==> config.mk <==
export PLATFORM = sky130hd
export DESIGN_NAME = binary_mul_acc_flat
export DESIGN_NICKNAME = d
export VERILOG_FILES = /design/src/rtl/binary_mul_acc_if.sv /design/src/rtl/binary_mul_acc.sv /design/src/flat_wrapper.sv
export SDC_FILE = /design/constraint.sdc
export NUM_CORES = 1
export LEC_CHECK = 0
export BUFFER_PORTS_ARGS = -buffer_cell sky130_fd_sc_hd__buf_2
export CAP_MARGIN = 30
export CORE_MARGIN = 2
export CORE_UTILIZATION = 50
export CTS_CLUSTER_SIZE = 30
export DETAILED_ROUTE_END_ITERATION = 7
export HOLD_SLACK_MARGIN = 0.08
export PLACE_DENSITY = 0.85
export SKIP_CTS_REPAIR_TIMING = 1
export SYNTH_ARGS = -nofsm -noshare
export SYNTH_HDL_FRONTEND = slang
export SYNTH_SLANG_ARGS = --single-unit
==> constraint.sdc <==
create_clock -name clk -period 2.5 [get_ports clk]
set_clock_uncertainty 0.2 [all_clocks]
set_input_delay 0.125 -clock clk [delete_from_list [all_inputs] [get_ports clk]]
set_output_delay 0.125 -clock clk [all_outputs]
set_load 0.005 [all_outputs]
==> src/rtl/binary_mul_acc_if.sv <==
// Handshake/data bundle between the product source, the accumulator and the result consumer.
// Accumulator side uses modport slave; the driver/consumer side uses modport master.
interface binary_mul_acc_if #(
  parameter int PW    = 10,
  parameter int CNT_W = 4,
  parameter int ACC_W = 14
);
  logic             start;
  logic [CNT_W-1:0] len;
  logic             busy;
  logic [PW-1:0]    p_in;
  logic             p_valid;
  logic [ACC_W-1:0] sum;
  logic             out_valid;
  logic             out_ready;
  logic             ovf;

  modport master (
    output start, len, p_in, p_valid, out_ready,
    input  busy, sum, out_valid, ovf
  );

  modport slave (
    input  start, len, p_in, p_valid, out_ready,
    output busy, sum, out_valid, ovf
  );
endinterface

==> src/rtl/binary_mul_acc.sv <==
// Multiply-accumulate back end: sums len+1 products into a wide result behind a valid/ready port.
// Optional macro BINARY_MUL_ACC_SAT_EN: saturate sum on overflow instead of wrapping.
module binary_mul_acc #(
  parameter int PW    = 10,
  parameter int CNT_W = 4,
  parameter int ACC_W = 14
) (
  input  logic       clk,
  input  logic       rst_n,
  input  logic       en,
  binary_mul_acc_if.slave bus,
  output logic [1:0] state_dbg
);

  localparam logic [1:0] S_IDLE  = 2'd0;
  localparam logic [1:0] S_ACCUM = 2'd1;
  localparam logic [1:0] S_DONE  = 2'd2;

  logic [1:0]       state, state_nxt;
  logic [CNT_W-1:0] cnt;
  logic [ACC_W-1:0] sum_r, sum_add;
  logic [ACC_W:0]   add_full;
  logic [PW-1:0]    p_q;
  logic             carry;
  logic             ovf_r;
  logic             out_valid_r;
  logic             load;
  logic             acc_en;

  assign p_q      = bus.p_in;
  assign add_full = {1'b0, sum_r} + (ACC_W+1)'(p_q);
  assign carry    = add_full[ACC_W];

`ifdef BINARY_MUL_ACC_SAT_EN
  // Once the job has overflowed, sum is pinned at full scale until the next start.
  assign sum_add = (carry || ovf_r) ? {ACC_W{1'b1}} : add_full[ACC_W-1:0];
`else
  assign sum_add = add_full[ACC_W-1:0];
`endif

  // Result port: a transfer happens on a rising edge where en, out_valid and
  // out_ready are all high; sum/ovf stay stable while out_valid waits for ready.
  always_comb begin
    state_nxt = state;
    load      = 1'b0;
    acc_en    = 1'b0;
    case (state)
      S_IDLE: begin
        if (bus.start) begin
          load      = 1'b1;
          state_nxt = S_ACCUM;
        end
      end
      S_ACCUM: begin
        if (bus.p_valid) begin
          acc_en = 1'b1;
          if (cnt == '0) state_nxt = S_DONE;
        end
      end
      S_DONE: begin
        if (bus.out_ready) begin
          load      = bus.start;
          state_nxt = bus.start ? S_ACCUM : S_IDLE;
        end
      end
      default: state_nxt = S_IDLE;
    endcase
  end

  always_ff @(posedge clk or negedge rst_n) begin
    if (!rst_n) begin
      state       <= S_IDLE;
      cnt         <= '0;
      sum_r       <= '0;
      ovf_r       <= 1'b0;
      out_valid_r <= 1'b0;
    end else if (en) begin
      state       <= state_nxt;
      out_valid_r <= (state_nxt == S_DONE);
      if (load) begin
        cnt   <= bus.len;
        sum_r <= '0;
        ovf_r <= 1'b0;
      end else if (acc_en) begin
        sum_r <= sum_add;
        if (carry) ovf_r <= 1'b1;
        if (cnt != '0) cnt <= cnt - CNT_W'(1);
      end
    end
  end

  assign bus.busy      = (state != S_IDLE);
  assign bus.sum       = sum_r;
  assign bus.ovf       = ovf_r;
  assign bus.out_valid = out_valid_r;
  assign state_dbg     = state;

endmodule

==> src/flat_wrapper.sv <==
// flat-port wrapper written by rule: the top's interface ports become plain ports
module binary_mul_acc_flat 
#(
  parameter int PW    = 10,
  parameter int CNT_W = 4,
  parameter int ACC_W = 14
)
  (clk, rst_n, en, state_dbg, bus_start, bus_len, bus_p_in, bus_p_valid, bus_out_ready, bus_busy, bus_sum, bus_out_valid, bus_ovf);
  binary_mul_acc_if #(.PW(PW), .CNT_W(CNT_W), .ACC_W(ACC_W)) bus_i ();
  input  logic clk;
  input  logic rst_n;
  input  logic en;
  output logic [1:0] state_dbg;
  input wire logic [$bits(bus_i.start)-1:0] bus_start;
  input wire logic [$bits(bus_i.len)-1:0] bus_len;
  input wire logic [$bits(bus_i.p_in)-1:0] bus_p_in;
  input wire logic [$bits(bus_i.p_valid)-1:0] bus_p_valid;
  input wire logic [$bits(bus_i.out_ready)-1:0] bus_out_ready;
  output wire logic [$bits(bus_i.busy)-1:0] bus_busy;
  output wire logic [$bits(bus_i.sum)-1:0] bus_sum;
  output wire logic [$bits(bus_i.out_valid)-1:0] bus_out_valid;
  output wire logic [$bits(bus_i.ovf)-1:0] bus_ovf;
  assign bus_i.start = bus_start;
  assign bus_i.len = bus_len;
  assign bus_i.p_in = bus_p_in;
  assign bus_i.p_valid = bus_p_valid;
  assign bus_i.out_ready = bus_out_ready;
  assign bus_busy = bus_i.busy;
  assign bus_sum = bus_i.sum;
  assign bus_out_valid = bus_i.out_valid;
  assign bus_ovf = bus_i.ovf;
  binary_mul_acc #(.PW(PW), .CNT_W(CNT_W), .ACC_W(ACC_W)) u_core (.clk(clk), .rst_n(rst_n), .en(en), .bus(bus_i), .state_dbg(state_dbg));
endmodule
==> metrics <==
synthesized instance count 160; syn nets 192; min-delay worst type in2reg; Post-Layout Cell Count 239; final core occ 64.88%; dpl cell area 1677 um^2; maximum buffer depth of the clock tree 2; Max Cap Viol 0; worst reg2reg path depth 9; initial core utilization 53.04%; Startpoint Class flip-flop; most common cell after layout, fill and taps aside buf_2; post-DR wirelength/cell 13.28 um; P_leak 0.9333 nW; Crit. End Element flip-flop; Final GP Congestion 0.7978; DRC 0; unrepaired setup endpoints after global routing false; register area share after synthesis 37.64%; final period utilization 91.32%; Final Net Count 242; register bit total from synthesis 22; maximum clock rate 438.0 MHz; commonest non-fill, non-tap cells in the layout buf_2, nand2_1, dfrtp_1; vias per std cell 5.732; final worst slack 217.0 ps; drt total wl 3.175 mm; GR Overflow Total 0; Post-synth ARST share 100.0%; final hold violation count 0; Peak VDD IR 0.6478 mV; Tot Pwr 1.723 mW; WP data arrival 2330 ps; Syn Std Cell Area 1463 um^2; initial antenna violation count 0; I/O Buffers 38; vias after detailed routing 1,370; DP Cell Count 227; Reg clk slew, reported paths 120 ps; die footprint 3374 um^2; diode count 0; Reg-to-Reg End u_core.bus.sum[12]$_DFFE_PN0P_; fin. max-slew vios 0; GR Util All Layers 18.36%; number of global-route vias before repair 1,123; WHS Path Cells 4; Main synth FF type dfrtp_1; fill cell count 242; dpl hpwl 2.343 mm; minimum clock period 2283 ps; layout cell share with drive strength beyond 1 23.56%; Die H 58.09 um; Pre-antenna DRT Iters 4; Fin Hold WS 89.29 ps; CTS sink count 22; Hold Crit Start bus_p_in[4]; crit path kind reg2reg; row cnt 19; Mean Syn Cell Area 9.142 um^2; hold path endpoint u_core.bus.sum[4]$_DFFE_PN0P_; PD cells 962.9 nW/um^2; final setup fails 0; ANT nets after route 0; first-pass GRT wire length 4.830 mm; CTS Buf Count 3; CTS HTree Levels 1; Critical Path Fanout Max 5; area of the multi-input gates 859.6 um^2; YS warnings 0; number of synthesized flops with an enable pin 0; post-route cell area 1789 um^2; Placement Setup Slack 246.5 ps; P&R area growth vs syn 22.33%; Rel. slew slack 66.18%; FF+latch area 550.5 um^2; Core ar. 2758 um^2; clk_lat worst skew 310 ps; Synth cell types 40; I/O Pins 39; Worst Path Required 2540 ps; CTS tree built; largest net degree at the start of global routing 23; status finished clean; reg2reg start u_core.bus.sum[0]$_DFFE_PN0P_; Worst-Margin Slew 507.3 ps; Worst R2R Setup Slack 220 ps; Root Buffer clkbuf_4; DR iter-0 viols 29; die width 58.09 um; Setup TNS Final 0 ps
-- kinds of logic after synthesis --
kind of cell | Yosys count | share of synthesized area (%)
AOI/OAI and AO/OA | 55 | 25.32
and+or+nand+nor | 52 | 17.88
DFF | 22 | 37.64
adders and majority gates | 12 | 10.78
buffers and inverters | 11 | 3.593
xor gates and xnor gates | 8 | 4.791
-- area by class of cell --
class | count | share of cell area [%]
Clock buffer | 3 | 1.259
Inverter | 8 | 1.678
Multi-Input combinational cell | 127 | 48.04
Sequential cell | 22 | 30.77
Tap cell | 31 | 2.168
Timing Repair Buffer | 48 | 16.08
-- synth_stat cells (2+ instances only) --
library cell   n  area, um^2
a41o_1         2       20.02
nor2_1         7       26.28
nand3_1        5       25.02
a22o_1         4       35.03
ha_1          11       137.6
dfrtp_1       22       550.5
inv_1          8       30.03
and2_1         2       12.51
o21ai_1        2       10.01
a21oi_1       11       55.05
a31oi_1        4       25.02
nand2b_1       2       12.51
a21o_1         3       22.52
xnor2_1        3       26.28
xor2_1         5       43.79
and3_1         4       25.02
or3_1          2       12.51
buf_4          3       22.52
nand2_1       22       82.58
o21ai_0       18       90.09
-- layer usage --
layer / routed length, um / vias up / track usage, % / share of wire [%]
met4: 43 / 0 / 4.983 / 1.4
li1: - / 679 / - / -
met1: 1491 / 657 / 24.64 / 47
met2: 1524 / 29 / 31.01 / 48
met5: 0 / - / 0 / 0
met3: 115 / 5 / 2.679 / 3.6
-- worst max-delay path by stage --
stage	from	end	cells past startpoint
after floorplan	u_core.bus.sum[0]$_DFFE_PN0P_	u_core.bus.sum[12]$_DFFE_PN0P_	9
after global placement	u_core.bus.sum[0]$_DFFE_PN0P_	u_core.bus.sum[12]$_DFFE_PN0P_	9
after detailed placement	u_core.bus.sum[0]$_DFFE_PN0P_	u_core.bus.sum[12]$_DFFE_PN0P_	9
after CTS	u_core.bus.sum[0]$_DFFE_PN0P_	u_core.bus.sum[12]$_DFFE_PN0P_	9
after global routing	u_core.bus.sum[0]$_DFFE_PN0P_	u_core.bus.sum[12]$_DFFE_PN0P_	9
final	u_core.bus.sum[0]$_DFFE_PN0P_	u_core.bus.sum[12]$_DFFE_PN0P_	9
-- registers in the layout, indices dropped and copies added, names as in the netlist --
signal / cells
u_core.bus.sum: 14
u_core.bus.ovf: 1
u_core.state_dbg: 2
u_core.bus.out_valid: 1
u_core.cnt: 4
-- worst max-delay path: stages (launching register included) --
cell and delay, ps:
dfrtp_1 400, ha_1 170, inv_1 50, fa_1 400
nor2b_1 170, o31ai_1 90, nand2_1 60, a31oi_1 150
or3_1 370, a21oi_1 140
-- power breakdown --
group / switching (mW) / leakage, nW / internal, mW / total (mW)
Combinational: 0.523 / 0.635 / 0.444 / 0.967
Sequential: 0.110 / 0.284 / 0.480 / 0.590
Clock: 0.110 / 0.0138 / 0.0564 / 0.166
Total: 0.743 / 0.933 / 0.980 / 1.72
No activity file was read; power rests on OpenSTA's default activity.
